==> config.mk <==
export PLATFORM = sky130hd
export DESIGN_NAME = mdu_sched_flat
export DESIGN_NICKNAME = d
export VERILOG_FILES = /design/src/rtl/mdu_sched_if.sv /design/src/rtl/mdu_sched.sv /design/src/flat_wrapper.sv
export SDC_FILE = /design/constraint.sdc
export NUM_CORES = 1
export LEC_CHECK = 0
export ABC_AREA = 1
export CAP_MARGIN = 0
export CELL_PAD_IN_SITES_DETAIL_PLACEMENT = 1
export CELL_PAD_IN_SITES_GLOBAL_PLACEMENT = 2
export CORE_UTILIZATION = 18
export DETAILED_ROUTE_END_ITERATION = 8
export HOLD_SLACK_MARGIN = 0.12
export PLACE_DENSITY = 0.79
export SYNTH_ARGS = -nofsm -noshare
export SYNTH_HDL_FRONTEND = slang
export SYNTH_SLANG_ARGS = --single-unit
==> constraint.sdc <==
create_clock -name clk -period 2 [get_ports clk]
set_input_delay 0.4 -clock clk [delete_from_list [all_inputs] [get_ports clk]]
set_output_delay 0.4 -clock clk [all_outputs]
set_load 0.05 [all_outputs]
==> src/rtl/mdu_sched_if.sv <==
// Request/grant and unit-side bus between the issue pipes, mdu_sched and the mult/div units.
// slave = scheduler view, master = pipeline/unit side.
interface mdu_sched_if;
  logic        req_a_valid;
  logic        req_b_valid;
  logic [2:0]  req_a_op;
  logic [2:0]  req_b_op;
  logic [31:0] req_a_src_a;
  logic [31:0] req_a_src_b;
  logic [31:0] req_b_src_a;
  logic [31:0] req_b_src_b;
  logic        grant_a;
  logic        grant_b;
  logic [1:0]  mult_op;
  logic [1:0]  div_op;
  logic [31:0] unit_a;
  logic [31:0] unit_b;
  logic        mult_done;
  logic        div_done;
  logic [63:0] mult_result;
  logic [63:0] div_result;

  modport slave (
    input  req_a_valid, req_b_valid, req_a_op, req_b_op,
    input  req_a_src_a, req_a_src_b, req_b_src_a, req_b_src_b,
    output grant_a, grant_b,
    output mult_op, div_op, unit_a, unit_b,
    input  mult_done, div_done, mult_result, div_result
  );

  modport master (
    output req_a_valid, req_b_valid, req_a_op, req_b_op,
    output req_a_src_a, req_a_src_b, req_b_src_a, req_b_src_b,
    input  grant_a, grant_b,
    input  mult_op, div_op, unit_a, unit_b,
    output mult_done, div_done, mult_result, div_result
  );
endinterface

==> src/rtl/mdu_sched.sv <==
// Arbiter/sequencer for the shared multiply/divide unit: grant, launch pulse, wait for done rise, HI/LO commit.
// Optional MDU_SCHED_RR_EN: round-robin between alpha and beta instead of fixed alpha priority.
//
// state  | meaning
// IDLE   | no op outstanding, requests may be granted
// LAUNCH | one-cycle mult_op/div_op start pulse
// WAIT   | waiting for a rising edge on the selected unit's done
// COMMIT | hilo_wen strobe (unless killed by flush)
module mdu_sched (
  input  logic        clk,
  input  logic        rst,
  input  logic        flush_i,
  input  logic        hilo_accessed,
  mdu_sched_if.slave  bus,
  output logic        hilo_wen,
  output logic [63:0] hilo_wdata,
  output logic        busy,
  output logic        stall_o
);

  typedef enum logic [1:0] {IDLE, LAUNCH, WAIT, COMMIT} state_e;

  state_e      state_q;
  logic [2:0]  op_q;
  logic [31:0] opa_q;
  logic [31:0] opb_q;
  logic        kill_q;
  logic        done_prev_q;
  logic [1:0]  mult_op_q;
  logic [1:0]  div_op_q;
  logic        wen_q;
  logic [63:0] wdata_q;

  logic        pick_b;
  logic        can_grant;
  logic        grant_a;
  logic        grant_b;
  logic        done_sel;
  logic [2:0]  sel_op;
  logic [31:0] sel_a;
  logic [31:0] sel_b;

`ifdef MDU_SCHED_RR_EN
  logic prio_q;

  // prio_q set means beta wins the next simultaneous request
  always_ff @(posedge clk) begin
    if (rst) begin
      prio_q <= 1'b0;
    end else if (grant_a || grant_b) begin
      prio_q <= grant_a;
    end
  end

  assign pick_b = prio_q;
`else
  assign pick_b = 1'b0;
`endif

  always_comb begin
    can_grant = (state_q == IDLE) && !flush_i && !rst;
    grant_a   = can_grant && bus.req_a_valid && (!bus.req_b_valid || !pick_b);
    grant_b   = can_grant && bus.req_b_valid && (!bus.req_a_valid || pick_b);
    sel_op    = grant_b ? bus.req_b_op    : bus.req_a_op;
    sel_a     = grant_b ? bus.req_b_src_a : bus.req_a_src_a;
    sel_b     = grant_b ? bus.req_b_src_b : bus.req_a_src_b;
    done_sel  = op_q[2] ? bus.div_done : bus.mult_done;
  end

  always_ff @(posedge clk) begin
    if (rst) begin
      state_q     <= IDLE;
      op_q        <= 3'b000;
      opa_q       <= 32'd0;
      opb_q       <= 32'd0;
      kill_q      <= 1'b0;
      done_prev_q <= 1'b0;
      mult_op_q   <= 2'b00;
      div_op_q    <= 2'b00;
      wen_q       <= 1'b0;
      wdata_q     <= 64'd0;
    end else begin
      mult_op_q <= 2'b00;
      div_op_q  <= 2'b00;
      wen_q     <= 1'b0;
      case (state_q)
        IDLE: begin
          if (grant_a || grant_b) begin
            op_q   <= sel_op;
            opa_q  <= sel_a;
            opb_q  <= sel_b;
            kill_q <= 1'b0;
            if (sel_op[2]) div_op_q  <= sel_op[1:0];
            else           mult_op_q <= sel_op[1:0];
            state_q <= LAUNCH;
          end
        end
        LAUNCH: begin
          // a done still high from before the launch must not count as the rising edge
          done_prev_q <= 1'b1;
          kill_q      <= kill_q || flush_i;
          state_q     <= WAIT;
        end
        WAIT: begin
          done_prev_q <= done_sel;
          kill_q      <= kill_q || flush_i;
          if (done_sel && !done_prev_q) begin
            wdata_q <= op_q[2] ? bus.div_result : bus.mult_result;
            wen_q   <= !(kill_q || flush_i);
            state_q <= COMMIT;
          end
        end
        COMMIT: begin
          kill_q  <= 1'b0;
          state_q <= IDLE;
        end
        default: state_q <= IDLE;
      endcase
    end
  end

  assign bus.grant_a = grant_a;
  assign bus.grant_b = grant_b;
  assign bus.mult_op = mult_op_q;
  assign bus.div_op  = div_op_q;
  assign bus.unit_a  = opa_q;
  assign bus.unit_b  = opb_q;
  assign hilo_wen    = wen_q;
  assign hilo_wdata  = wdata_q;
  assign busy        = (state_q != IDLE);

  always_comb begin
    stall_o = 1'b0;
    if (!flush_i) begin
      stall_o = (busy && hilo_accessed) || (bus.req_a_valid && !grant_a) ||
                (bus.req_b_valid && !grant_b);
    end
  end

endmodule
==> src/flat_wrapper.sv <==
// flat-port wrapper written by rule: the top's interface ports become plain ports
module mdu_sched_flat 
  (clk, rst, flush_i, hilo_accessed, hilo_wen, hilo_wdata, busy, stall_o, bus_req_a_valid, bus_req_b_valid, bus_req_a_op, bus_req_b_op, bus_req_a_src_a, bus_req_a_src_b, bus_req_b_src_a, bus_req_b_src_b, bus_grant_a, bus_grant_b, bus_mult_op, bus_div_op, bus_unit_a, bus_unit_b, bus_mult_done, bus_div_done, bus_mult_result, bus_div_result);
  mdu_sched_if bus_i ();
  input  logic clk;
  input  logic rst;
  input  logic flush_i;
  input  logic hilo_accessed;
  output logic hilo_wen;
  output logic [63:0] hilo_wdata;
  output logic busy;
  output logic stall_o;
  input wire logic [$bits(bus_i.req_a_valid)-1:0] bus_req_a_valid;
  input wire logic [$bits(bus_i.req_b_valid)-1:0] bus_req_b_valid;
  input wire logic [$bits(bus_i.req_a_op)-1:0] bus_req_a_op;
  input wire logic [$bits(bus_i.req_b_op)-1:0] bus_req_b_op;
  input wire logic [$bits(bus_i.req_a_src_a)-1:0] bus_req_a_src_a;
  input wire logic [$bits(bus_i.req_a_src_b)-1:0] bus_req_a_src_b;
  input wire logic [$bits(bus_i.req_b_src_a)-1:0] bus_req_b_src_a;
  input wire logic [$bits(bus_i.req_b_src_b)-1:0] bus_req_b_src_b;
  output wire logic [$bits(bus_i.grant_a)-1:0] bus_grant_a;
  output wire logic [$bits(bus_i.grant_b)-1:0] bus_grant_b;
  output wire logic [$bits(bus_i.mult_op)-1:0] bus_mult_op;
  output wire logic [$bits(bus_i.div_op)-1:0] bus_div_op;
  output wire logic [$bits(bus_i.unit_a)-1:0] bus_unit_a;
  output wire logic [$bits(bus_i.unit_b)-1:0] bus_unit_b;
  input wire logic [$bits(bus_i.mult_done)-1:0] bus_mult_done;
  input wire logic [$bits(bus_i.div_done)-1:0] bus_div_done;
  input wire logic [$bits(bus_i.mult_result)-1:0] bus_mult_result;
  input wire logic [$bits(bus_i.div_result)-1:0] bus_div_result;
  assign bus_i.req_a_valid = bus_req_a_valid;
  assign bus_i.req_b_valid = bus_req_b_valid;
  assign bus_i.req_a_op = bus_req_a_op;
  assign bus_i.req_b_op = bus_req_b_op;
  assign bus_i.req_a_src_a = bus_req_a_src_a;
  assign bus_i.req_a_src_b = bus_req_a_src_b;
  assign bus_i.req_b_src_a = bus_req_b_src_a;
  assign bus_i.req_b_src_b = bus_req_b_src_b;
  assign bus_grant_a = bus_i.grant_a;
  assign bus_grant_b = bus_i.grant_b;
  assign bus_mult_op = bus_i.mult_op;
  assign bus_div_op = bus_i.div_op;
  assign bus_unit_a = bus_i.unit_a;
  assign bus_unit_b = bus_i.unit_b;
  assign bus_i.mult_done = bus_mult_done;
  assign bus_i.div_done = bus_div_done;
  assign bus_i.mult_result = bus_mult_result;
  assign bus_i.div_result = bus_div_result;
  mdu_sched u_core (.clk(clk), .rst(rst), .flush_i(flush_i), .hilo_accessed(hilo_accessed), .bus(bus_i), .hilo_wen(hilo_wen), .hilo_wdata(hilo_wdata), .busy(busy), .stall_o(stall_o));
endmodule
### Yosys cells after proc, flatten, opt, wreduce, memory -nomap -nowiden

Index checks and enable logic that the tools add are counted.

* input bits: 270
* output and inout bits: 137
* register bits after elaboration: 140

* reduce and logical (&&, ||, !) cells: 30
* multiplexer cells: 12
* equal/unequal tests: 5
* bitwise logic cells: 5

Operators by type and width (number)
* 2-to-1 mux 32 bit: 2
* 2-to-1 mux 64 bit: 1
* logical AND 1 bit: 9
* one-hot mux 2 bit (4 select lines): 1
* OR reduction 4 bit: 2
* logical NOT 1 bit: 7
* AND reduction 2 bit: 3
* inverter 1 bit: 5
* == test 2 bit (second input constant): 2
* logical OR 1 bit: 4
* 2-to-1 mux 2 bit: 2
* nonzero test 2 bit: 2
* 2-to-1 mux 1 bit: 3
* 2-to-1 mux 3 bit: 1
* one-hot mux 1 bit (3 select lines): 1
* OR reduction 3 bit: 1
* == test 2 x 1 -> 1 bit (second input constant): 1
* logical NOT 2 bit: 1
* != test 2 x 1 -> 1 bit (second input constant): 1
* != test 2 bit (second input constant): 1
* one-hot mux 1 bit (2 select lines): 1
* OR reduction 2 bit: 1

### Depth between registers and ports, before layout

* depth after elaboration: 9
* mapped depth: 12

### Least setup slack after synthesis

Ideal clock, no wire load.

* kind: reg2out
* start: register u_core.state_q[0]
* end: output stall_o
* path buffers: 0
* data arrival time: 1.961 ns
* path slack: -0.361 ns
* stages on the path, launching flop included: 8
* cells stage by stage: dfxtp_1 inv_1 ha_1 inv_1 nor2_1 nand2_1 a22oi_1 a21oi_1

RTL lines
* from (decl): RTL line mdu_sched.sv:23 `state_e state_q;`
* from (signal assigned): RTL line mdu_sched.sv:72 `state_q <= IDLE;`
* from (signal assigned): RTL line mdu_sched.sv:95 `state_q <= LAUNCH;`
* from (signal assigned): RTL line mdu_sched.sv:102 `state_q <= WAIT;`
* nonzero test 2 bit: RTL line mdu_sched.sv:130 `assign busy = (state_q != IDLE);`
* via busy: RTL line flat_wrapper.sv:11 `output logic busy;`
* logical AND 1 bit: RTL line mdu_sched.sv:135 `stall_o = (busy && hilo_accessed) || (bus.req_a_valid && !grant_a) ||`
* logical OR 1 bit (2 in a row): RTL line mdu_sched.sv:135
* 2-to-1 mux 1 bit: RTL line mdu_sched.sv:134 `if (!flush_i) begin`
* to (decl): RTL line flat_wrapper.sv:12 `output logic stall_o;`

The timed path passes the listed nets, and every way through them passes these cells.

### Worst setup path after layout

* start: input flush_i
* end: output stall_o

* longest elaborated chain between the ends: 9

Ends and longest elaborated chain
* from (decl): RTL line flat_wrapper.sv:7 `input logic flush_i;`
* logical NOT 1 bit: RTL line mdu_sched.sv:61 `can_grant = (state_q == IDLE) && !flush_i && !rst;`
* logical AND 1 bit (2 in a row): RTL line mdu_sched.sv:61
* logical AND 1 bit (on tied branches): RTL line mdu_sched.sv:62, mdu_sched.sv:63
* logical NOT 1 bit or logical AND 1 bit (tied branches): RTL line mdu_sched.sv:135, mdu_sched.sv:63
* logical AND 1 bit or logical NOT 1 bit (tied branches): RTL line mdu_sched.sv:135, mdu_sched.sv:136
* logical OR 1 bit or logical AND 1 bit (tied branches): RTL line mdu_sched.sv:135, mdu_sched.sv:136
* logical OR 1 bit: RTL line mdu_sched.sv:135
* 2-to-1 mux 1 bit *: RTL line mdu_sched.sv:134

Every way passes the cells marked *; elsewhere a longest branch is shown, timed or not.

==> results.txt <==
The flow ran to the end, but the final reports show violations. The final reports fail on negative setup slack. The first global-routing pass estimated 44,100 um of wire.

The worst hold path was traced through 2 stages. In this run, distinct cell masters in the synthesized netlist total 23. The logs give 0.303 for the share of power burned in registers and 71 for the standard-cell row count. The number of enable-type register cells in the synthesized netlist was 0.

The worst hold path class was reg -> reg. At the end of routability-driven placement, the weighted congestion stood at 0.755. The number of antenna violations at the first check in global routing is 0, and the width of the chip is 198 um. The largest fanout on the critical path is 4.

Area share of the largest cell type after synthesis: 0.398. Summed over all layers, the global routing overflow is 0. The layout overhead on the synthesized area works out to 76.6%. The detailed router used layers up to and including met4.

After detailed routing, the total wire length is 29,200 um. The layout has 4,763 filler cells. For the global-route usage over all layers, the log shows 0.147.

The final core utilization was 0.324; the post-place setup slack was -0.0987 ns. The capture point of the worst path was stall_o. For the setup slack of the worst register-to-register path, the log shows 0.16 ns. The flip-flop cell with the highest count after synthesis is sky130_fd_sc_hd__dfxtp_1. Subtracting the final worst setup slack from the clock period gives 2.03 ns.

Clock skew on the completed layout was measured at 0.0105 ns. Max-cap violations in this run came to 0. The category of the worst setup path capture point is an output pin. The starting utilization of the core area was 0.183; the average cell area after synthesis was 6.27 um2. After clock tree synthesis, the clock-pin slew on the worst setup and hold paths is 0.06 ns. The logs give 6940 um2 for the total standard cell area after synthesis and 1870 um for the length of routed met3 wiring. Ranked by total cell area, the synthesized netlist is headed by sky130_fd_sc_hd__dfxtp_1 (40%), sky130_fd_sc_hd__nand2_1 (15%), sky130_fd_sc_hd__inv_1 (11%).

The peak ir drop on the vdd network was 0.580 mV; the via count of the first global-routing pass was 8,055. For the CTS buffer count, the log shows 17. Summing all placed instances gives a cell area of 11,700 um2. The run gives 1 as the total setup violations reported at the end of the flow. The clock network power share was 0.283. At the worst endpoint, the required time is 1.60 ns. The floorplan step defined a die boundary enclosing 39,400 um2. The count of buffers added on input and output ports is 406. The critical path starts at flush_i. At the later pin of the worst-skew pair, clock insertion delay measures 0.44 ns.

Count of pins on the block boundary: 407. The biggest area contributor in the post-synthesis netlist is sky130_fd_sc_hd__dfxtp_1. The y dimension of the die works out to 198 um. The first-pass detailed-route iteration total came out at 4.

Worst slew slack as a fraction of its limit: 0.453. The clock drives 138 sinks. The area of combinational cells with multiple inputs was 3070 um2; the count of hold buffers inserted by post-cts repair was 0.

The run gives 0 as the count of endpoints failing hold in the final timing report. By count the netlist is led by sky130_fd_sc_hd__nand2_1 (273), sky130_fd_sc_hd__inv_1 (204), sky130_fd_sc_hd__nor2_1 (139). Detailed placement finished with a half-perimeter wire length of 22,800 um.

The proportion of register bits with asynchronous set or reset after synthesis was 0. The run gives 11,600 um as the routed length on met1. The post-synthesis instance total came out at 1,107. Counting flops and latches in the post-synthesis netlist gives 138.

In the routed design, unresolved DRC markers number 0. Summed over all cells, the static leakage comes to 5.86 nW. The logs give 212 for the count of routing violations after the opening detailed-route iteration and 12,300 um2 for the post-route cell area. The cell at the root of the clock tree is sky130_fd_sc_hd__clkbuf_16. In this run the power density over the cells is 931 nW/um2.

The run gives 4 as the H-tree depth. The tools report the sequential fraction of the synthesis area as 0.398. Setup repair after global routing could not meet its margin everywhere. Summed over all nets, the switching power comes to 0.00453 W.

After detailed routing, the met2 layer carries 15,200 um of wire. In this run the standard cell core region covers 37,800 um2. In the final layout, flip-flops and latches occupy 2770 um2. The final-report max-slew violation count is 0. By instance count, the leading cell after synthesis is sky130_fd_sc_hd__nand2_1. In this run the critical register-to-register path is captured at u_core.bus.unit_b[16]. For this block, the via count after detailed routing is 8,055. TritonCTS built the clock tree. The logic gate share of total power is 0.415. The switching part of the total works out to 0.397. The number of nets handed over by synthesis was 1,380. Data arrives at the worst endpoint at 1.63 ns. The logs give 1,785 for the net count of the finished layout and -0.0317 ns for the total negative setup slack.

The startpoint identified for the worst register-to-register timing path is u_core.state_q[0]. The smallest setup slack after layout is -0.0317 ns. The buffer levels on the longest clock path was 2; the internal power summed over all cells was 0.00688 W. The share of final-layout standard cells stronger than drive strength 1 is 0.0952, and the remaining antenna violation count after routing is 0. The tools report the category of the worst setup path launch point as a primary input. In the final routed layout, each cell accounts on average for 14.4 um.

The length in cells of the worst reg-to-reg path came out at 14. Derived from the worst setup path, the maximum achievable clock frequency is 492 MHz. At the pin with the least slew margin, the transition time is 0.821 ns. The repair_antennas step left the layout with diodes totalling 0. The largest net degree at the start of global routing came out at 108.

Yosys printed 0 warnings. The part of the cycle the worst path needs is 1.02. Via density per instance: 3.96. The critical path is of the in -> out type.
==> state kept, by name, indices dropped and copies added, names as in the netlist <==
signal	cells
u_core.kill_q	1
u_core.bus.mult_op	2
u_core.hilo_wdata	64
u_core.bus.div_op	2
u_core.bus.unit_b	32
u_core.hilo_wen	1
u_core.op_q	1
u_core.done_prev_q	1
u_core.state_q	2
u_core.bus.unit_a	32
==> placed cells by master, fill, tap and decap left out, types with 3 or more instances in the layout <==
master                            Yosys  layout
sky130_fd_sc_hd__nor2_1             139     136
sky130_fd_sc_hd__dlymetal6s2s_1       0       6
sky130_fd_sc_hd__clkbuf_8             0       4
sky130_fd_sc_hd__o21ai_0            128     128
sky130_fd_sc_hd__buf_12               0      14
sky130_fd_sc_hd__a21oi_1             69      68
sky130_fd_sc_hd__nand3_1             68      67
sky130_fd_sc_hd__nand2_2              1       3
sky130_fd_sc_hd__inv_2                3       5
sky130_fd_sc_hd__dfxtp_1            138     135
sky130_fd_sc_hd__dlygate4sd2_1        0      89
sky130_fd_sc_hd__clkdlybuf4s50_1      0     268
sky130_fd_sc_hd__inv_1              204     201
sky130_fd_sc_hd__buf_4                7      78
sky130_fd_sc_hd__clkbuf_16            0      17
sky130_fd_sc_hd__clkbuf_1            29       3
sky130_fd_sc_hd__nand2_1            273     271
==> stage by stage <==
step,total power (W),instances,hold slack (ns)
finish,0.0114,2034,0.439
floorplan,0.00637,1107,0.433
CTS,0.0116,2033,0.442
global placement,0.00833,1998,0.430
global route,0.0121,2034,0.458
detailed placement,0.00842,1998,0.435
==> cell type report <==
class | instances | area share
Inverter | 207 | 0.0635
Clock inverter | 6 | 0.00725
Timing Repair Buffer | 457 | 0.361
Sequential cell | 138 | 0.226
Clock buffer | 24 | 0.0401
Tap cell | 511 | 0.0522
Multi-Input combinational cell | 691 | 0.250
==> how the worst min path moves through the flow <==
stage / start / to
detailed placement: u_core.hilo_wdata[18] / u_core.hilo_wdata[18]
finish: u_core.hilo_wdata[18] / u_core.hilo_wdata[18]
global placement: u_core.hilo_wdata[26] / u_core.hilo_wdata[26]
floorplan: u_core.kill_q / u_core.hilo_wen
global route: u_core.hilo_wdata[18] / u_core.hilo_wdata[18]
CTS: u_core.hilo_wdata[18] / u_core.hilo_wdata[18]
==> kinds of logic after synthesis <==
logic type / share of synthesized area
AND/OR/NAND/NOR: 0.278
AO/OA/AOI/OAI: 0.148
flip-flops: 0.398
buffers and inverters: 0.170
adder cells (fa/ha/maj): 0.00541
==> power by group through the flow <==
stage	sequential (W)	clock, W	combinational [W]
final	0.00345	0.00322	0.00473
after global routing	0.00352	0.00346	0.00510
after CTS	0.00346	0.00336	0.00479
after detailed placement	0.00353	0	0.00489
after global placement	0.00350	0	0.00483
after floorplan	0.00503	0	0.00135
==> timing repair <==
item / 4_1_cts / 5_1_grt
setup buffers: 5 / 1
resized for setup: 100 / 11
setup endpoints to repair: 92 / 9
pin swaps: 3 / 4
==> critical path, cell delays in order <==
cell and delay [ns]:
sky130_fd_sc_hd__clkdlybuf4s50_1 0.65, sky130_fd_sc_hd__nor2_4 0.09, sky130_fd_sc_hd__nand3_4 0.09, sky130_fd_sc_hd__nand2_2 0.08
sky130_fd_sc_hd__a21oi_4 0.16, sky130_fd_sc_hd__buf_8 0.16
==> routing by layer <==
| metal | global-route usage | vias up |
|---|---|---|
| li1 | - | 4157 |
| met1 | 0.157 | 3678 |
| met2 | 0.269 | 191 |
| met3 | 0.0471 | 29 |
| met4 | 0.0482 | 0 |
| met5 | 0 | - |
(Power assumes the default switching activity.)
